## src/rtl/ux607_pwm_arb_pkg.sv

```systemverilog
// ---------------------------------------------------------------------------
// ux607_pwm_arb_pkg
// Shared types and constants for the two-master ICB arbiter that sits in
// front of ux607_pwm16_top.
//   arb_state_e : arbiter FSM encoding (IDLE / CMD / RSP)
//   MST0, MST1  : master identifiers used for grant and round-robin pointer
// ---------------------------------------------------------------------------
package ux607_pwm_arb_pkg;

   typedef enum logic [1:0] {
      IDLE = 2'd0,
      CMD  = 2'd1,
      RSP  = 2'd2
   } arb_state_e;

   localparam logic MST0 = 1'b0;
   localparam logic MST1 = 1'b1;

endpackage

```

## src/rtl/ux607_rr_arb2.sv

```systemverilog
// ---------------------------------------------------------------------------
// ux607_rr_arb2
// Two-way round-robin picker. Purely combinational.
//   req[1:0] in  : request per master
//   ptr      in  : preferred master; wins whenever it requests
//   gnt[1:0] out : one-hot grant, all zero when nobody requests
//   gnt_id   out : index of the winner (equals ptr when nobody requests)
// ---------------------------------------------------------------------------
module ux607_rr_arb2 (
   input  logic [1:0] req,
   input  logic       ptr,
   output logic [1:0] gnt,
   output logic       gnt_id
);

   always_comb begin
      gnt_id = ptr;
      // The non-preferred master only wins when the preferred one is silent.
      if (!req[ptr] && req[~ptr]) begin
         gnt_id = ~ptr;
      end
      gnt = 2'b00;
      if (|req) begin
         gnt[gnt_id] = 1'b1;
      end
   end

endmodule

```

## src/rtl/ux607_pwm16_icb_arb.sv

```systemverilog
// ---------------------------------------------------------------------------
// ux607_pwm16_icb_arb
// Lets two ICB masters share the ux607_pwm16_top register port. One master
// is granted at a time (round robin), only one transaction is outstanding,
// and the response is steered back to the granted master.
//
// Ports
//   clk, reset            : clock, asynchronous active-high reset
//   m0_icb_cmd_*          : master 0 command (valid/ready, addr, read, wdata)
//   m0_icb_rsp_*          : master 0 response (valid/ready, rdata)
//   m1_icb_*              : same set for master 1
//   s_icb_cmd_*           : command toward ux607_pwm16_top
//   s_icb_rsp_*           : response from ux607_pwm16_top
//   busy                  : FSM is in CMD or RSP
//   grant_id              : current or last granted master
//   dbg_state, dbg_rr_ptr : FSM state and round-robin pointer, for observation
//
// Handshake rule on every channel: a transfer happens in a cycle where valid
// and ready are both high at the clock edge; valid must hold with stable
// payload until that edge. Command issue and response return are both
// combinational through this block, so ready/valid toward a master depend
// on the slave in the same cycle and must not be looped back combinationally.
// ---------------------------------------------------------------------------
`ifndef UX607_PA_SIZE
`define UX607_PA_SIZE 32
`endif

module ux607_pwm16_icb_arb
   import ux607_pwm_arb_pkg::*;
#(
   parameter int PA_SIZE = `UX607_PA_SIZE
) (
   input  logic               clk,
   input  logic               reset,

   input  logic               m0_icb_cmd_valid,
   output logic               m0_icb_cmd_ready,
   input  logic [PA_SIZE-1:0] m0_icb_cmd_addr,
   input  logic               m0_icb_cmd_read,
   input  logic [31:0]        m0_icb_cmd_wdata,
   output logic               m0_icb_rsp_valid,
   input  logic               m0_icb_rsp_ready,
   output logic [31:0]        m0_icb_rsp_rdata,

   input  logic               m1_icb_cmd_valid,
   output logic               m1_icb_cmd_ready,
   input  logic [PA_SIZE-1:0] m1_icb_cmd_addr,
   input  logic               m1_icb_cmd_read,
   input  logic [31:0]        m1_icb_cmd_wdata,
   output logic               m1_icb_rsp_valid,
   input  logic               m1_icb_rsp_ready,
   output logic [31:0]        m1_icb_rsp_rdata,

   output logic               s_icb_cmd_valid,
   input  logic               s_icb_cmd_ready,
   output logic [PA_SIZE-1:0] s_icb_cmd_addr,
   output logic               s_icb_cmd_read,
   output logic [31:0]        s_icb_cmd_wdata,
   input  logic               s_icb_rsp_valid,
   output logic               s_icb_rsp_ready,
   input  logic [31:0]        s_icb_rsp_rdata,

   output logic               busy,
   output logic               grant_id,
   output logic [1:0]         dbg_state,
   output logic               dbg_rr_ptr
);

   arb_state_e state_q, state_d;
   logic       grant_q, grant_d;
   logic       rr_ptr_q, rr_ptr_d;

   logic [1:0] arb_gnt;
   logic       arb_id;
   logic       any_req;
   logic       sel;
   logic       sel_cmd_valid;
   logic       sel_rsp_ready;
   logic       cmd_hs;
   logic       rsp_hs;

   ux607_rr_arb2 u_rr_arb2 (
      .req    ({m1_icb_cmd_valid, m0_icb_cmd_valid}),
      .ptr    (rr_ptr_q),
      .gnt    (arb_gnt),
      .gnt_id (arb_id)
   );

   assign any_req = |arb_gnt;

   // In IDLE the live arbitration result steers the muxes so a command can
   // issue in the same cycle it is requested; afterwards the latched grant
   // holds the path until the response completes.
   assign sel           = (state_q == IDLE) ? arb_id : grant_q;
   assign sel_cmd_valid = (sel == MST1) ? m1_icb_cmd_valid : m0_icb_cmd_valid;
   assign sel_rsp_ready = (sel == MST1) ? m1_icb_rsp_ready : m0_icb_rsp_ready;
   assign cmd_hs        = sel_cmd_valid & s_icb_cmd_ready;
   assign rsp_hs        = s_icb_rsp_valid & sel_rsp_ready;

   // State register
   always_ff @(posedge clk or posedge reset) begin
      if (reset) begin
         state_q  <= IDLE;
         grant_q  <= MST0;
         rr_ptr_q <= MST0;
      end else begin
         state_q  <= state_d;
         grant_q  <= grant_d;
         rr_ptr_q <= rr_ptr_d;
      end
   end

   // Next-state logic
   always_comb begin
      state_d  = state_q;
      grant_d  = grant_q;
      rr_ptr_d = rr_ptr_q;
      case (state_q)
         IDLE: begin
            if (any_req) begin
               grant_d = arb_id;
               state_d = cmd_hs ? RSP : CMD;
            end
         end
         CMD: begin
            if (cmd_hs) begin
               state_d = RSP;
            end
         end
         RSP: begin
            if (rsp_hs) begin
               state_d  = IDLE;
               // Prefer the other master next time, whether or not it asked.
               rr_ptr_d = ~grant_q;
            end
         end
         default: begin
            state_d = IDLE;
         end
      endcase
   end

   // Output logic. Gated by reset so everything reads zero while reset is
   // asserted, even though IDLE would otherwise pass requests straight through.
   always_comb begin
      m0_icb_cmd_ready = 1'b0;
      m1_icb_cmd_ready = 1'b0;
      m0_icb_rsp_valid = 1'b0;
      m1_icb_rsp_valid = 1'b0;
      m0_icb_rsp_rdata = 32'h0;
      m1_icb_rsp_rdata = 32'h0;
      s_icb_cmd_valid  = 1'b0;
      s_icb_cmd_addr   = '0;
      s_icb_cmd_read   = 1'b0;
      s_icb_cmd_wdata  = 32'h0;
      s_icb_rsp_ready  = 1'b0;
      if (!reset) begin
         case (state_q)
            IDLE, CMD: begin
               s_icb_cmd_valid = sel_cmd_valid;
               s_icb_cmd_addr  = (sel == MST1) ? m1_icb_cmd_addr  : m0_icb_cmd_addr;
               s_icb_cmd_read  = (sel == MST1) ? m1_icb_cmd_read  : m0_icb_cmd_read;
               s_icb_cmd_wdata = (sel == MST1) ? m1_icb_cmd_wdata : m0_icb_cmd_wdata;
               // In IDLE nobody is granted until somebody asks; in CMD the
               // locked master keeps ready even if it wrongly drops valid.
               if ((state_q == CMD) || any_req) begin
                  if (sel == MST1) begin
                     m1_icb_cmd_ready = s_icb_cmd_ready;
                  end else begin
                     m0_icb_cmd_ready = s_icb_cmd_ready;
                  end
               end
            end
            RSP: begin
               s_icb_rsp_ready = sel_rsp_ready;
               if (sel == MST1) begin
                  m1_icb_rsp_valid = s_icb_rsp_valid;
                  m1_icb_rsp_rdata = s_icb_rsp_rdata;
               end else begin
                  m0_icb_rsp_valid = s_icb_rsp_valid;
                  m0_icb_rsp_rdata = s_icb_rsp_rdata;
               end
            end
            default: begin
            end
         endcase
      end
   end

   // Registered decodes; reset clears the registers asynchronously, so no
   // extra gating is needed here.
   assign busy       = (state_q != IDLE);
   assign grant_id   = grant_q;
   assign dbg_state  = state_q;
   assign dbg_rr_ptr = rr_ptr_q;

endmodule

```

## config.mk

```make
export PLATFORM = sky130hd
export DESIGN_NAME = ux607_pwm16_icb_arb
export DESIGN_NICKNAME = d
export VERILOG_FILES = /design/src/rtl/ux607_pwm_arb_pkg.sv /design/src/rtl/ux607_rr_arb2.sv /design/src/rtl/ux607_pwm16_icb_arb.sv
export SDC_FILE = /design/constraint.sdc
export NUM_CORES = 1
export LEC_CHECK = 0
export CAP_MARGIN = 5
export CORE_AREA = 2 2 121 123
export DETAILED_ROUTE_END_ITERATION = 16
export DIE_AREA = 0 0 123 125
export PLACE_DENSITY_LB_ADDON = 0.25
export SYNTH_ARGS = -nofsm -noshare
export SYNTH_HDL_FRONTEND = slang
export SYNTH_SLANG_ARGS = --single-unit
```

## constraint.sdc

```tcl
create_clock -name clk -period 1.8 [get_ports clk]
set_input_delay 0.36 -clock clk [delete_from_list [all_inputs] [get_ports clk]]
set_output_delay 0.36 -clock clk [all_outputs]
set_load 0.1 [all_outputs]
```

; ---- Word level (Yosys, flattened, before mapping)
; Cells that the tools add are included.
; Widths: inputs -> output; s select.
[op_classes]
order_cmp = 4
eq_ne = 5
n_mux = 49
bitwise = 4
reduce_logical = 12
[op_table]
columns = op, n
row1 = $mux 32, 12
row2 = $mux 1, 30
row3 = $mux 2, 5
row4 = $lt 1x2->1 const B, 3
row5 = $ne 2x2->1 const B, 3
row6 = $pmux 2 s3, 1
row7 = $reduce_or 2->1, 3
row8 = $reduce_and 2->1, 2
row9 = $reduce_and 3->1, 1
row10 = $and 1x1->1, 2
row11 = $eq 2x1->1 const B, 1
row12 = $eq 2x2->1 const B, 1
row13 = $logic_and 1x1->1, 2
row14 = $logic_not 2->1, 1
row15 = $not 1->1, 2
row16 = $reduce_bool 2->1, 1
row17 = $demux 1 s1, 1
row18 = $ge 1x1->1 const B, 1
row19 = $logic_not 1->1, 1
row20 = $logic_or 1x1->1, 1
[totals]
register_bits = 4
in_bits = 170
out_inout_bits = 140
elab_cells = 77

; ---- Longest topological paths before layout
[logic_depth]
ltp_word = 15
depth_mapped = 9
depth_no_buf = 6

; ---- Modules after synthesis
; A second synthesis with hierarchy kept.
[hier_totals]
hier_cells = 335
hier_area_um2 = 1729.2
[by_module_without_submodules]
columns = mod, n_inst, cells_per_inst, area_each_um2, seq_area_each_um2
row1 = ux607_pwm16_icb_arb, 1, 330, 1699.1, 100.1
row2 = ux607_rr_arb2, 1, 5, 30.0, 0.0

; ---- Worst setup path before layout
; Ideal clock, no wire load.
[synth_timing]
path_type = flip-flop to output port
from = register state_q[1] (netlist: dbg_state[1])
to = output port s_icb_rsp_ready
arrival_time_ps = 4289
t_required_ps = 1440
slack_ps = -2849
path_stages_with_launch = 8
n_path_buf = 1
path_cell_list = dfrtp_1 -> nor2_2 -> inv_1 -> nand2_2 -> nand2_1 -> buf_2 -> mux2i_1 -> nor3_1
[synth_via]
elab_chain_len = 5
elab_cells_between_ends = 6
classes_between = eq/ne (1) / mux (4) / reduce/logical (1)
[synth_lines]
columns = item, line_no
row1 = start: declaration, ux607_pwm16_icb_arb.sv:69  ; arb_state_e state_q, state_d;
row2 = start signal: assignment, ux607_pwm16_icb_arb.sv:107  ; state_q <= state_d;
row3 = $logic_not 2->1, ux607_pwm16_icb_arb.sv:94  ; assign sel = (state_q == IDLE) ? arb_id : grant_q;
row4 = $mux 1, ux607_pwm16_icb_arb.sv:94
row5 = $mux 1, ux607_pwm16_icb_arb.sv:96  ; assign sel_rsp_ready = (sel == MST1) ? m1_icb_rsp_ready : m0_icb_rsp_ready;
row6 = $mux 1 (*), ux607_pwm16_icb_arb.sv:158  ; case (state_q)
row7 = $mux 1 (*), ux607_pwm16_icb_arb.sv:157  ; if (!reset) begin
row8 = end: declaration, ux607_pwm16_icb_arb.sv:60  ; output logic s_icb_rsp_ready,
; Every way passes the cells marked *; elsewhere a longest branch is shown, timed or not.

; ---- Worst setup path after layout
[layout_timing]
from = register state_q[0] (netlist: dbg_state[0])
to = output port s_icb_cmd_addr[21]
[layout_via]
elab_chain_len = 5
elab_cells_between_ends = 7
classes_between = eq/ne (1) / mux (4) / reduce/logical (2)
[layout_lines]
columns = item, line_no
row1 = $logic_not 2->1, "ux607_pwm16_icb_arb.sv:94, ux607_pwm16_icb_arb.sv:158"
row2 = $mux 1, ux607_pwm16_icb_arb.sv:94
row3 = $mux 32, ux607_pwm16_icb_arb.sv:161  ; s_icb_cmd_addr = (sel == MST1) ? m1_icb_cmd_addr : m0_icb_cmd_addr;
row4 = $mux 32 (*), ux607_pwm16_icb_arb.sv:158
row5 = $mux 32 (*), ux607_pwm16_icb_arb.sv:157
row6 = end: declaration, ux607_pwm16_icb_arb.sv:56  ; output logic [PA_SIZE-1:0] s_icb_cmd_addr,
; Marked as above.

==> flow_summary.yaml <==
worst_setup_path:
  critical-path-top-delay-family: "buffers and inverters"
  slowest_stage: "sky130_fd_sc_hd__dfrtp_4"
  worst-path-buf-inv: 3
  critPathCaptureType: "primary output"
  cp.required_ps: 1440
  timing.critical_path.arrival_ps: 2070
  timing.critical_path.slowest_cell_delay_ps: 480
  cp_max_fo: 8
  path_class: "reg2out"
  worstPathCellList: "nor2_4, clkinvlp_4, nand2_4, and2_4, bufbuf_16, nand2_1, a21oi_4, buf_12"
  worst_setup_path_start_kind: "register"
timing:
  min_period_ps: 2430
  unrepaired_setup_endpoints_after_global_routing: "true"
  fmax_mhz: 411
  finalClockSkew_ps: 6.66
  hold_violations: 0
  timing_worst_slew_pin_value_ps: 370
  final_number_of_setup_violating_endpoints: 137
  post-route-worst-setup-slack_ps: -634
  maxSlewViolCount: 0
  slew-limit-headroom_pct: 75.3
  post-route-period-util_pct: 135
synth:
  synth_top_area_share_pct: 28.9
  synthesis.nets: 506
  synth_commonest_cells: "sky130_fd_sc_hd__nand2_1, sky130_fd_sc_hd__a21oi_1, sky130_fd_sc_hd__and3_1"
  synth_area_per_cell_um2: 5.11
  seq_area_frac_synth_pct: 5.84
  asyncSetResetFlopFracSynth_pct: 100
  synthesis.yosys.warnings: 0
  most_used_standard_cell_by_instance_count_after_synthesis: "sky130_fd_sc_hd__nand2_1"
  largest_family_of_logic_cells_by_synthesized_area: "simple AND/OR/NAND/NOR gates"
  syn-instance-count: 336
  yosys.cell_types.count: 25
  synth.largest_area_cell: "sky130_fd_sc_hd__nand2_1"
  post_synth_and_or_nand_nor_area_fraction_pct: 58.4
  synth_register_bits: 4
  mux_cell_area_share_after_synthesis_pct: 1.75
  synth_adder_area_share_pct: 0
  synthXorXnorAreaFrac_pct: 0
  synth_compound_gate_area_share_pct: 22.2
  synthTopCellsByArea: "sky130_fd_sc_hd__nand2_1, sky130_fd_sc_hd__and3_1, sky130_fd_sc_hd__a21oi_1"
  synth.cell_area_mm2: 0.00172
  ys_flop_type: "sky130_fd_sc_hd__dfrtp_1"
  number_of_flops_mapped_to_enable_cells_by_yosys: 0
layout:
  multi_input_gate_area_mm2: 0.00288
  layout_cells_sized_above_1_pct: 62.2
  area.sequential_um2: 108
  area.growth.synth_to_final_pct: 419
  layout.cell_area.non_filler_mm2: 0.00890
  insertedDiodeCount: 0
  fillerInstances: 1100
  final_net_count: 850
route:
  finalWirelength_um: 15900
  drtPass1Iterations: 4
  routed-via-count: 3858
  post_drt_via_cell_ratio: 4.48
  route.antenna.remaining_nets: 0
  drcViolationCount: 0
  drt-wirelength-per-cell_um: 18.4
  dr.first_iter.drc_count: 65
die:
  row_count: 44
  num_io_pins: 310
  start_util_pct: 12.1
  design.core.area_mm2: 0.0142
  die_area_mm2: 0.0154
  die_x_um: 123
  die_outline_height_um: 125
grt:
  global_route_wire_length_before_repair_um: 22700
  first_global_vias: 4050
  globalRoute.totalOverflow: 0
  pin_count_of_the_biggest_net_entering_global_routing: 38
  antenna_found_initial: 0
  grt_usage_pct: 18.7
power:
  vdd.ir_drop.worst_mv: 1.45
  power.switching_fraction_pct: 57.1
  power.density_cell_area_mw_per_mm2: 2040
  p_int_mw: 7.79
  switchingPower_mw: 10.4
  comb_power_share_pct: 96.9
  share_clk_of_total_power_pct: 2.0
  power.leakage_nw: 3.47
  p_total_mw: 18.1
  seqPwrFrac_pct: 1.1
clock_tree:
  tritoncts_num_sinks: 4
  clock-root-buffer: "sky130_fd_sc_hd__clkbuf_16"
  htree_num_levels: 1
  hold_buffers: 0
  tritoncts: "done"
  cts.path.max_buffers: 2
  clk-insertion-delay-late_ps: 230
  number_of_buffers_created_by_cts: 3
  clkTransAtPathRegs_ps: 40
placement:
  port_buffers: 309
  post_dp_cell_area_mm2: 0.00771
  dp_hpwl_um: 11300
  gp_routability_congestion: 0.807
hold_path:
  worst_hold_path_type: "in2async"
flow_run:
  cap_violations: 0
run_status:
  run_status: "finished, violations left"
  violations_in_the_final_reports: "negative setup slack"
==> area by class of cell <==
type / instances / share of cell area, %
Clock buffer: 3 / 0.844
Inverter: 4 / 0.211
Multi-Input combinational cell: 291 / 32.3
Sequential cell: 4 / 1.21
Tap cell: 184 / 2.59
Timing Repair Buffer: 376 / 62.8
==> per-stage QoR <==
stage | hold slack [ps] | cells | worst slack [ps] | TNS (ps) | util, %
after floorplan | 126 | 336 | -1220 | -131870 | -
after global placement | 585 | 825 | -725 | -85370 | 54.3
after detailed placement | 612 | 825 | -758 | -88750 | 54.3
after CTS | 519 | 852 | -641 | -77760 | 59.8
after global routing | 549 | 862 | -711 | -87000 | 62.6
final | 510 | 862 | -634 | -77400 | 62.6
==> worst reg2reg max path, stage by stage (launching register included) <==
cell	delay (ps)
sky130_fd_sc_hd__dfrtp_4	480
sky130_fd_sc_hd__nor2_4	150
sky130_fd_sc_hd__clkinvlp_4	120
sky130_fd_sc_hd__nand2_4	80
sky130_fd_sc_hd__buf_4	140
sky130_fd_sc_hd__nand2_8	110
sky130_fd_sc_hd__buf_12	180
sky130_fd_sc_hd__mux2i_4	190
sky130_fd_sc_hd__buf_4	130
sky130_fd_sc_hd__buf_4	130
sky130_fd_sc_hd__o32ai_2	200
==> cells in the final DEF (no fill, tap or decap), drive strengths merged <==
cell,count
buf,199
clkdlybuf4s50,167
nand2,133
a21oi,69
and3,66
clkbuf,10
nor2,6
dfrtp,4
inv,3
mux2i,3
nand2b,2
dlygate4sd2,2
or2,2
nor3,2
nor2b,1
o211ai,1
clkinvlp,1
and4,1
o32ai,1
o21a,1
and2,1
or3,1
o21bai,1
bufbuf,1
==> power by group through the flow <==
stage	Combinational [mW]	Sequential, mW	Clock [mW]
finish	17.6	0.197	0.364
global placement	13.6	0.185	0
global route	18.2	0.200	0.372
floorplan	8.81	0.521	0
detailed placement	13.8	0.188	0
CTS	16.5	0.192	0.368
==> registers in the layout, summed over array words and instances (netlist names) <==
| register | count |
|---|---|
| dbg_state | 2 |
| dbg_rr_ptr | 1 |
| grant_id | 1 |
==> kinds of logic (layout without fill, tap and decap cells) <==
family / Yosys count / count (layout)
buffers and inverters: 41 / 383
AOI/OAI and AO/OA: 73 / 73
muxes: 3 / 3
and+or+nand+nor: 215 / 215
DFF: 4 / 4
==> repair_timing <==
action                                  CTS  global route
setup buffers                            12             5
pin swaps                                32            49
cloned                                   12             7
endpoints found under the setup margin  137           139
gates resized for setup                  77            58
==> per-layer routing <==
layer | share of wire (%) | global-route usage (%)
met4 | 1.5 | 3.41
met2 | 55 | 37.2
met1 | 35 | 19.2
met3 | 8.8 | 5.16
met5 | 0 | 0
==> worst paths after layout <==
check | start | endpoint | slack [ps] | depth (start not counted)
worst min-delay path | reset | dbg_state[0]$_DFFE_PP0P_ | 510 | 3
min in group clk | m0_icb_cmd_valid | grant_id$_DFFE_PP0P_ | 640 | 3
max in group asynchronous | reset | dbg_state[1]$_DFFE_PP0P_ | 1110 | 3
worst min register to register | grant_id$_DFFE_PP0P_ | dbg_rr_ptr$_DFFE_PP0P_ | 670 | 2
worst max register to register | dbg_state[0]$_DFFE_PP0P_ | dbg_state[1]$_DFFE_PP0P_ | -240 | 10
worst max-delay path | dbg_state[0]$_DFFE_PP0P_ | s_icb_cmd_addr[21] | -630 | 8
(Power assumes the default switching activity.)
